### src/rtl/ifetch_unit.sv
// Instruction fetch front end: owns the PC and keeps at most one instruction-memory read in flight.
// It presents the fetched word and PC+4 to IF/ID and stalls the next-PC generator until it may advance.
module ifetch_unit #(
    parameter logic [31:0] RESET_PC = 32'h0000_0000
) (
    input  logic        clk,
    input  logic        rst,
    input  logic [31:0] nPC,
    input  logic        redirect,
    input  logic        id_stall,
    output logic        imem_req,
    output logic [31:0] imem_addr,
    input  logic        imem_ready,
    input  logic        imem_rvalid,
    input  logic [31:0] imem_rdata,
    output logic [31:0] PC,
    output logic        fetch_stall,
    output logic        if_valid,
    output logic [31:0] if_instr,
    output logic [31:0] if_pc4
);

    localparam logic [1:0] ISSUE   = 2'd0;
    localparam logic [1:0] WAIT    = 2'd1;
    localparam logic [1:0] VALID   = 2'd2;
    localparam logic [1:0] DISCARD = 2'd3;

    logic [1:0] state;

    assign imem_req    = (state == ISSUE) && !rst;
    assign imem_addr   = PC;
    assign if_pc4      = PC + 32'd4;
    assign fetch_stall = !(((state == VALID) && !id_stall) || redirect);

    // A redirect always retargets the PC; if a read was already accepted its
    // response is still owed by memory, so it must be drained in DISCARD.
    always_ff @(posedge clk) begin
        if (rst) begin
            state    <= ISSUE;
            PC       <= RESET_PC;
            if_valid <= 1'b0;
            if_instr <= 32'h0000_0000;
        end else begin
            case (state)
                ISSUE: begin
                    if (redirect) begin
                        PC <= nPC;
                    end
                    if (imem_ready) begin
                        state <= redirect ? DISCARD : WAIT;
                    end
                end
                WAIT: begin
                    if (imem_rvalid) begin
                        if (redirect) begin
                            PC    <= nPC;
                            state <= ISSUE;
                        end else begin
                            if_instr <= imem_rdata;
                            if_valid <= 1'b1;
                            state    <= VALID;
                        end
                    end else if (redirect) begin
                        PC    <= nPC;
                        state <= DISCARD;
                    end
                end
                VALID: begin
                    if (!id_stall || redirect) begin
                        PC       <= nPC;
                        if_valid <= 1'b0;
                        state    <= ISSUE;
                    end
                end
                DISCARD: begin
                    if (redirect) begin
                        PC <= nPC;
                    end
                    if (imem_rvalid) begin
                        state <= ISSUE;
                    end
                end
                default: state <= ISSUE;
            endcase
        end
    end

endmodule
### config.mk
export PLATFORM = sky130hd
export DESIGN_NAME = ifetch_unit
export DESIGN_NICKNAME = d
export VERILOG_FILES = /design/src/rtl/ifetch_unit.sv
export SDC_FILE = /design/constraint.sdc
export NUM_CORES = 1
export LEC_CHECK = 0
export BUFFER_PORTS_ARGS = -buffer_cell sky130_fd_sc_hd__buf_2
export CAP_MARGIN = 20
export CORE_MARGIN = 2
export CORE_UTILIZATION = 43
export CTS_CLUSTER_DIAMETER = 80
export DETAILED_ROUTE_END_ITERATION = 10
export GPL_TIMING_DRIVEN = 0
export PLACE_DENSITY = 0.8
export SETUP_SLACK_MARGIN = 0.4
export SLEW_MARGIN = 0
export SYNTH_ARGS = -nofsm -noshare
export SYNTH_HDL_FRONTEND = slang
export SYNTH_SLANG_ARGS = --single-unit
### constraint.sdc
create_clock -name clk -period 2.1 [get_ports clk]
set_input_delay 0.21 -clock clk [delete_from_list [all_inputs] [get_ports clk]]
set_output_delay 0.21 -clock clk [all_outputs]
set_load 0.03 [all_outputs]
==> flow_metrics.env, run 1 <==
export IMPL_place_gp_congestion=0.811
export IMPL_worstHoldPathCells=3
export IMPL_syn_nets=493
export IMPL_fillCellCount=469
export IMPL_io_pin_count=201
export IMPL_worstSetupStartpoint="PC[2]"
export IMPL_rsz0062_at_grt="true"
export IMPL_ant_nets=0
export IMPL_cp_data_required_time_ns=1.89
export IMPL_crit_fanout=7
export IMPL_cts_made_buffers=9
export IMPL_final_nets=753
export IMPL_stdcell_area_sq_mm=0.00577
export IMPL_hold_path_class="primary input to flop"
export IMPL_power_leakage_nw=2.90
export IMPL_worstPathArrival_ns=1.99
export IMPL_p_comb_frac=0.263
export IMPL_ys_warn_count=0
export IMPL_slowest_stage="dfxtp_4"
export IMPL_status="complete, but fails checks"
export IMPL_async_flop_share=0
export IMPL_fin_worst_skew_ns=0.00947
export IMPL_hold_path_endpoint="if_instr[30]"
export IMPL_cts_root_buf="clkbuf_8"
export IMPL_antenna_found_initial=0
export IMPL_synth_seq_cells=67
export IMPL_timing_hold_violations_final=0
export IMPL_syn_area_sq_mm=0.00323
export IMPL_grt_overflow_total=0
export IMPL_io_buffer_count=199
export IMPL_finish_utilization=0.796
export IMPL_slowest_delay_ns=0.37
export IMPL_synth_seq_area_share=0.416
export IMPL_layout_commonest_cell="buf_2"
export IMPL_cts_sinks=67
export IMPL_syn_to_final_growth_pct=78.9
export IMPL_regToRegSetupSlack_ns=0.32
export IMPL_dp_hpwl_microns=7600
export IMPL_die_w_microns=90.6
export IMPL_clk_pin_slew_worst_paths_ns=0.08
export IMPL_grt_pass1_vias=3684
export IMPL_htreeDepth=3
export IMPL_ir_drop_v=0.000494
export IMPL_start_kind="flop"
export IMPL_r2r_end="PC[24]"
export IMPL_synth_enable_flop_cells=0
export IMPL_critPathCaptureType="primary output"
export IMPL_fin_setup_tns_ns=-0.186
export IMPL_rows=31
export IMPL_dr_pass1_iters=5
export IMPL_swShare=0.334
export IMPL_netlist_instances=422
export IMPL_period_share=1.05
export IMPL_clock_latency_ns=0.35
export IMPL_fmax_mhz=455
export IMPL_hold_slack_ns=0.0855
export IMPL_drv_slew=0
export IMPL_grt_max_degree=14
export IMPL_ys_flop_type="dfxtp_1"
export IMPL_avgViaCountPerCell=5.02
export IMPL_drc=0
export IMPL_drtIter0Drc=181
export IMPL_cts_buffer_depth=2
export IMPL_drive_above_1_share=0.578
export IMPL_chipHeight_microns=90.6
export IMPL_dieArea_sq_mm=0.00821
export IMPL_pwr_density_cell_mw_per_mm2=600
export IMPL_crit_top_cell="buf_6"
export IMPL_p_int_mw=2.30
export IMPL_clock_power_share=0.335
export IMPL_p_sw_mw=1.16
export IMPL_setup_violations=5
export IMPL_crit_chain="ha_4, nand2_4, nor4_4, buf_6, nand4_1, xnor2_4, buf_6"
export IMPL_fin_crit_ns=2.20
export IMPL_drv_cap=0
export IMPL_tritoncts="done"
export IMPL_p_seq_frac=0.402
export IMPL_worstReg2RegStart="state[1]"
export IMPL_grt_util_all_layers=0.270
export IMPL_core_area_sq_mm=0.00725
export IMPL_synth_avg_cell_area_sq_um=7.65
export IMPL_setup_ws_ns=-0.0959
export IMPL_path_class="flop to primary output"
export IMPL_timing_slew_headroom=0.629
export IMPL_vias=3943
export IMPL_final_cell_mix="177 x buf_2, 132 x nand2_1, 81 x buf_4"
export IMPL_grt_pass1_wl_microns=17900
export IMPL_start_util=0.445
export IMPL_dpl_cell_area_sq_mm=0.00475
export IMPL_routed_wl_microns=12700
export IMPL_worstRegToRegCells=5
export IMPL_cts_hold_buffers=0
export IMPL_min_from="imem_rdata[30]"
export IMPL_synth_cell_types=30
export IMPL_worst_pin_slew_ns=0.556
export IMPL_diodes=0
export IMPL_wl_per_cell_microns=16.2
export IMPL_violations="setup timing"
==> critical path: cells and delay by family, from the launching register on <==
family	cells	cell delay, ns
flops	1	0.37
fa+ha+maj	1	0.15
buf+inv	2	0.33
xor+xnor	1	0.24
simple gates	3	0.56
==> layout make-up <==
class	instances	area [sq um]	share of cell area
Sequential cell	67	1450	0.251
Timing Repair Buffer	249	1560	0.270
Buffer	56	367	0.0635
Clock buffer	10	149	0.0258
Tap cell	99	124	0.0215
Inverter	6	22.5	0.00390
Clock inverter	6	70.1	0.0121
Multi-Input combinational cell	293	2030	0.352
==> cells in the mapped netlist (all sizes together), types with 3 or more instances <==
master / number / area share
inv: 6 / 0.0070
o21ai: 3 / 0.0047
clkbuf: 14 / 0.016
buf: 42 / 0.091
nor2: 10 / 0.012
and3: 3 / 0.0062
nand4: 10 / 0.029
xor2: 6 / 0.016
nand2: 139 / 0.16
a21oi: 68 / 0.11
xnor2: 22 / 0.060
nor4: 3 / 0.015
nand3: 15 / 0.023
nand2b: 3 / 0.0058
dfxtp: 67 / 0.42
==> per-stage QoR <==
stage                     total power [mW]  cells  setup slack (ns)
after floorplan                       1.94    422             0.206
after global placement                2.17    720           -0.0482
after detailed placement              2.19    720           -0.0864
after CTS                             3.42    769           -0.0290
after global routing                  3.58    786            -0.189
final                                 3.46    786           -0.0959
==> cell families (layout without fill, tap and decap cells) <==
family                     count (synthesis)  count (layout)  synth area share
AOI/OAI and AO/OA                         72              72             0.112
xor gates and xnor gates                  28              28            0.0760
adders and majority gates                  1               1           0.00388
buffers and inverters                     62             327             0.114
DFF                                       67              67             0.416
and+or+nand+nor                          192             192             0.278
==> repair_timing <==
item	4_1_cts	5_1_grt
cloned	0	0
buffers inserted	33	17
endpoints found under the setup margin	23	32
gates resized for setup	88	32
pin swaps	21	18
==> routing by layer <==
| layer | global-route usage | vias to the layer above | wire, microns |
|---|---|---|---|
| met5 | 0 | - | 0 |
| met4 | 0.105 | 0 | 290 |
| met3 | 0.0618 | 31 | 1130 |
| met2 | 0.492 | 235 | 6580 |
| met1 | 0.304 | 1804 | 4740 |
| li1 | - | 1873 | - |
==> worst max path at each step <==
stage	end	cells after the start
3_3_place_gp	if_pc4[18]	6
5_1_grt	if_pc4[18]	7
4_1_cts	if_pc4[31]	5
3_5_place_dp	if_pc4[18]	6
6_report	if_pc4[18]	7
2_1_floorplan	if_pc4[18]	5
==> state kept, by name, summed over array words and instances (netlist names) <==
signal / cells
if_instr: 32
PC: 32
if_valid: 1
state: 2
==> power groups by stage <==
stage	Clock (mW)	Combinational (mW)	Sequential, mW
6_report	1.16	0.909	1.39
5_1_grt	1.23	0.956	1.40
4_1_cts	1.18	0.853	1.39
3_5_place_dp	0	0.736	1.45
3_3_place_gp	0	0.726	1.45
2_1_floorplan	0	0.407	1.54
No activity file was read; power rests on OpenSTA's default activity.
==> run 2, diff against run 1 <==
- ABC_CLOCK_PERIOD_IN_PS: default -> 2100
- PLACE_DENSITY: 0.8 -> 0.79
==> run 2 against run 1 <==
  * The run still ends with setup timing left
  * Clock skew is 0.0011 ns lower
  * Utilization is 0.26 points higher
  * Sequential share of layout area is 0.12 points lower
  * Via count is 0.43% lower
  * Critical path depth is 2 lower
  * Non-clock buffer count is 2 lower
  * Total power hardly changed
  * Sequential power hardly changed
  * Wire length is 1.0% lower
  * Critical endpoint is now if_pc4[31]
==> flow_metrics.env, run 2 (synthesized netlist as in run 1, its figures left out) <==
export IMPL_vias=3926
export IMPL_timing_hold_violations_final=0
export IMPL_status="complete, but fails checks"
export IMPL_drv_cap=0
export IMPL_min_from="imem_rdata[28]"
export IMPL_reg_largest_list="PC (32), if_instr (32), state (2)"
export IMPL_drive_above_1_share=0.577
export IMPL_clk_pin_slew_worst_paths_ns=0.08
export IMPL_drtIter0Drc=175
export IMPL_path_depth=5
export IMPL_rsz0062_at_grt="true"
export IMPL_period_share=1.05
export IMPL_cts_made_buffers=9
export IMPL_fin_worst_skew_ns=0.00832
export IMPL_violations="setup timing"
export IMPL_dr_pass1_iters=4
export IMPL_endpoint="if_pc4[31]"
export IMPL_worst_pin_slew_ns=0.541
export IMPL_clock_latency_ns=0.34
export IMPL_grt_pass1_vias=3863
export IMPL_slowest_stage="dfxtp_4"
export IMPL_core_area_sq_mm=0.00725
export IMPL_diodes=0
export IMPL_timing_slew_headroom=0.639
export IMPL_slowest_delay_ns=0.41
export IMPL_pwr_density_cell_mw_per_mm2=597
export IMPL_drc=0
export IMPL_grt_max_degree=14
export IMPL_gr_usage_met2=0.514
export IMPL_worstRegToRegCells=6
export IMPL_io_buffer_count=199
export IMPL_place_gp_congestion=0.847
export IMPL_dp_slack_ns=-0.117
export IMPL_worstReg2RegStart="state[0]"
export IMPL_cp_data_required_time_ns=1.89
export IMPL_wl_per_cell_microns=16.1
export IMPL_cts_buffer_depth=2
export IMPL_hold_slack_ns=0.0916
export IMPL_ir_drop_v=0.000493
export IMPL_io_pin_count=201
export IMPL_critical_path_buf_inv_count=1
export IMPL_grt_util_met3=0.0643
export IMPL_start_kind="flop"
export IMPL_antenna_found_initial=0
export IMPL_worstSetupStartpoint="PC[17]"
export IMPL_start_util=0.445
export IMPL_worstPathArrival_ns=1.99
export IMPL_syn_to_final_growth_pct=79.4
export IMPL_grt_util_all_layers=0.273
export IMPL_r2r_end="PC[9]"
export IMPL_regToRegSetupSlack_ns=0.55
export IMPL_final_cell_mix="178 x buf_2, 132 x nand2_1, 74 x buf_4"
export IMPL_chipHeight_microns=90.6
export IMPL_tritoncts="done"
export IMPL_htreeDepth=3
export IMPL_dp_hpwl_microns=7580
export IMPL_fillCellCount=458
export IMPL_crit_fanout=6
export IMPL_path_delay_family="simple AND/OR/NAND/NOR gates"
export IMPL_rows=31
export IMPL_setup_violations=5
export IMPL_ant_nets=0
export IMPL_setup_ws_ns=-0.101
export IMPL_met1_usage=0.291
export IMPL_avgViaCountPerCell=5.01
export IMPL_cts_root_buf="clkbuf_8"
export IMPL_fin_crit_ns=2.20
export IMPL_dieArea_sq_mm=0.00821
export IMPL_grt_overflow_total=0
export IMPL_routed_wl_microns=12600
export IMPL_fmax_mhz=454
export IMPL_cts_sinks=67
export IMPL_final_nets=751
export IMPL_layout_commonest_cell="buf_2"
export IMPL_grt_pass1_wl_microns=18300
export IMPL_die_w_microns=90.6
export IMPL_power_leakage_nw=2.93
export IMPL_hold_path_class="primary input to flop"
export IMPL_critPathCaptureType="primary output"
export IMPL_path_class="flop to primary output"
export IMPL_crit_chain="nand4_1, nor4_4, nor4b_4, xor2_2, buf_6"
export IMPL_drv_slew=0
export IMPL_grt_busiest_layer="met2"
run 2: worst min-delay path by stage:
stage                   endpoint  slack [ns]  depth (start not counted)
floorplan                 PC[10]        0.34                          2
detailed placement  if_instr[29]        0.45                          2
finish              if_instr[28]        0.09                          3
CTS                 if_instr[28]        0.08                          3
global route        if_instr[25]        0.09                          3
global placement    if_instr[26]        0.44                          2
run 2: worst min-delay path, delay by kind of cell:
kind | cells | cell delay [ns]
compound gates | 1 | 0.05
buf+inv | 1 | 0.09
simple gates | 1 | 0.04
run 2: cell type report:
class	count	area (sq um)	share of cell area
Inverter	6	22.5	0.00389
Timing Repair Buffer	247	1560	0.269
Clock inverter	6	68.8	0.0119
Sequential cell	67	1450	0.250
Tap cell	99	124	0.0214
Buffer	56	367	0.0633
Clock buffer	10	149	0.0257
Multi-Input combinational cell	293	2050	0.354
run 2: per-layer routing:
| layer | part of all wire | wire [microns] |
|---|---|---|
| met1 | 0.35 | 4410 |
| met2 | 0.54 | 6810 |
| met3 | 0.085 | 1070 |
| met4 | 0.026 | 324 |
| met5 | 0 | 0 |
run 2: stage by stage:
| step | util | power [mW] | std cells | TNS (ns) | cell area, sq um |
|---|---|---|---|---|---|
| detailed placement | 0.654 | 2.19 | 720 | -0.278 | 4750 |
| global placement | 0.654 | 2.17 | 720 | -0.144 | 4750 |
| CTS | 0.765 | 3.41 | 768 | -0.0904 | 5550 |
| global route | 0.798 | 3.60 | 784 | -1.21 | 5790 |
| finish | 0.798 | 3.46 | 784 | -0.303 | 5790 |
| floorplan | - | 1.94 | 422 | 0 | 3630 |
run 2: where the power goes:
part	switching, mW	internal (mW)	total, mW
Sequential	0.0840	1.32	1.40
Combinational	0.536	0.358	0.894
Clock	0.533	0.630	1.16
Total	1.15	2.31	3.46
run 2: repair_timing:
item                       in CTS  in global routing
cloned                          0                  0
gates resized for setup        93                 29
buffers inserted               32                 16
pin swaps                      24                 21
hold buffers                    0                  0
hold endpoints to repair        0                  0
setup endpoints to repair      24                 31
==> run 3, diff against run 2 <==
- CORE_ASPECT_RATIO: default -> 1.1
==> run 3 against run 2 <==
  * The flow still finishes with violations (setup timing)
  * Fmax increased by 3.4%
  * Clock power is 4% lower
  * Cell count decreased by 2.6%
  * Worst setup slack gained 0.073 ns
  * Via count fell by 3.0%
  * Sequential cell count did not move
  * Critical path depth grew 2
  * Combinational power decreased by 2%
  * Critical endpoint is now if_pc4[18]
  * Largest cell class unchanged
  * Highest routed layer unchanged
==> flow_metrics.env, run 3 (synthesized netlist as in run 1, its figures left out) <==
export IMPL_syn_to_final_growth_pct=73.8
export IMPL_path_class="flop to primary output"
export IMPL_ir_drop_v=0.000472
export IMPL_dpl_cell_area_sq_mm=0.00473
export IMPL_place_gp_congestion=0.807
export IMPL_cts_sinks=67
export IMPL_fmax_mhz=470
export IMPL_drc=0
export IMPL_die_w_microns=86.6
export IMPL_crit_fanout=7
export IMPL_drv_slew=0
export IMPL_cts_made_buffers=9
export IMPL_r2r_end="if_instr[28]"
export IMPL_final_cell_mix="179 x buf_2, 134 x nand2_1, 73 x buf_4"
export IMPL_hold_slack_ns=0.0984
export IMPL_timing_hold_violations_final=0
export IMPL_dp_hpwl_microns=7360
export IMPL_stdcell_count=764
export IMPL_ant_nets=0
export IMPL_rsz0062_at_grt="true"
export IMPL_dp_cells=708
export IMPL_reg_largest_list="PC (32), if_instr (32), state (2)"
export IMPL_min_from="nPC[22]"
export IMPL_diodes=0
export IMPL_routed_wl_microns=11400
export IMPL_stdcell_area_sq_mm=0.00561
export IMPL_clock_latency_ns=0.34
export IMPL_fillCellCount=504
export IMPL_core_area_sq_mm=0.00735
export IMPL_hold_path_class="primary input to flop"
export IMPL_layout_commonest_cell="buf_2"
export IMPL_cts_buffer_depth=2
export IMPL_setup_ws_ns=-0.0280
export IMPL_rows=33
export IMPL_vias=3809
export IMPL_violations="setup timing"
export IMPL_clk_pin_slew_worst_paths_ns=0.08
export IMPL_htreeDepth=3
export IMPL_drv_cap=0
export IMPL_worstReg2RegStart="state[0]"
export IMPL_worstSetupStartpoint="PC[3]"
export IMPL_start_util=0.439
export IMPL_antenna_found_initial=0
export IMPL_grt_pass1_wl_microns=16700
export IMPL_setup_violations=3
export IMPL_finish_utilization=0.763
export IMPL_endpoint="if_pc4[18]"
export IMPL_power_leakage_nw=2.81
export IMPL_cts_root_buf="clkbuf_8"
export IMPL_critPathCaptureType="primary output"
export IMPL_grt_overflow_total=0
export IMPL_tritoncts="done"
export IMPL_worstPathArrival_ns=1.92
export IMPL_io_buffer_count=199
export IMPL_cp_data_required_time_ns=1.89
export IMPL_final_nets=743
export IMPL_grt_util_all_layers=0.260
export IMPL_io_pin_count=201
export IMPL_worstRegToRegCells=5
export IMPL_dr_pass1_iters=4
export IMPL_fin_worst_skew_ns=0.00650
export IMPL_status="complete, but fails checks"
export IMPL_pwr_density_cell_mw_per_mm2=603
export IMPL_fin_crit_ns=2.13
export IMPL_drtIter0Drc=126
export IMPL_drive_above_1_share=0.566
export IMPL_chipHeight_microns=94.9
export IMPL_grt_max_degree=13
export IMPL_worst_pin_slew_ns=0.525
export IMPL_timing_slew_headroom=0.650
export IMPL_avgViaCountPerCell=4.99
export IMPL_regToRegSetupSlack_ns=0.59
export IMPL_cts_hold_buffers=0
export IMPL_grt_pass1_vias=3549
export IMPL_wl_per_cell_microns=15.0
export IMPL_period_share=1.01
export IMPL_start_kind="flop"
export IMPL_dieArea_sq_mm=0.00821
[run 3: final cells by class]
class                   count  area [sq um]  area share
clock buffers              11           151      0.0270
plain buffers              56           368      0.0656
clock inverters             5          57.6      0.0103
well taps                  87           109      0.0194
repair buffers            239          1460       0.260
flip-flops and latches     67          1450       0.258
multi-input cells         293          1990       0.355
inverters                   6          22.5     0.00402
[run 3: what timing repair did]
| item | 4_1_cts | 5_1_grt |
|---|---|---|
| buffers inserted | 32 | 7 |
| gates cloned | 1 | 0 |
| pin swaps | 21 | 12 |
| resized for setup | 69 | 36 |
| setup endpoints to repair | 24 | 41 |
| endpoints found under the hold margin | 0 | 0 |
[run 3: through the flow]
step / worst slack (ns) / TNS [ns] / power (mW)
2_1_floorplan: 0.206 / 0 / 1.94
3_3_place_gp: -0.0488 / -0.105 / 2.17
3_5_place_dp: -0.0843 / -0.186 / 2.18
4_1_cts: 0.0101 / 0 / 3.37
5_1_grt: -0.142 / -0.612 / 3.53
6_report: -0.0280 / -0.0670 / 3.38
[run 3: layer usage]
metal | track usage | vias up | routed length (microns)
met5 | 0 | - | 0
met4 | 0.0951 | 0 | 176
met3 | 0.0778 | 16 | 923
met2 | 0.481 | 175 | 6130
met1 | 0.277 | 1769 | 4210
li1 | - | 1849 | -
[run 3: where the power goes]
part	switching [mW]	internal, mW
clock network	0.497	0.617
registers	0.0757	1.32
logic	0.528	0.346
total	1.10	2.28
[run 3: worst min-delay path by stage]
stage | endpoint | slack [ns] | depth (start not counted)
2_1_floorplan | PC[10] | 0.34 | 2
3_3_place_gp | if_instr[28] | 0.44 | 2
3_5_place_dp | if_instr[31] | 0.44 | 2
4_1_cts | PC[22] | 0.08 | 3
5_1_grt | PC[24] | 0.08 | 3
6_report | PC[22] | 0.1 | 3
[run 3: critical path: stages (launching register included)]
cell	delay [ns]
dfxtp_4	0.40
ha_4	0.19
nand2_2	0.08
nor4_4	0.15
buf_6	0.17
nand4_1	0.21
xnor2_4	0.23
buf_6	0.15
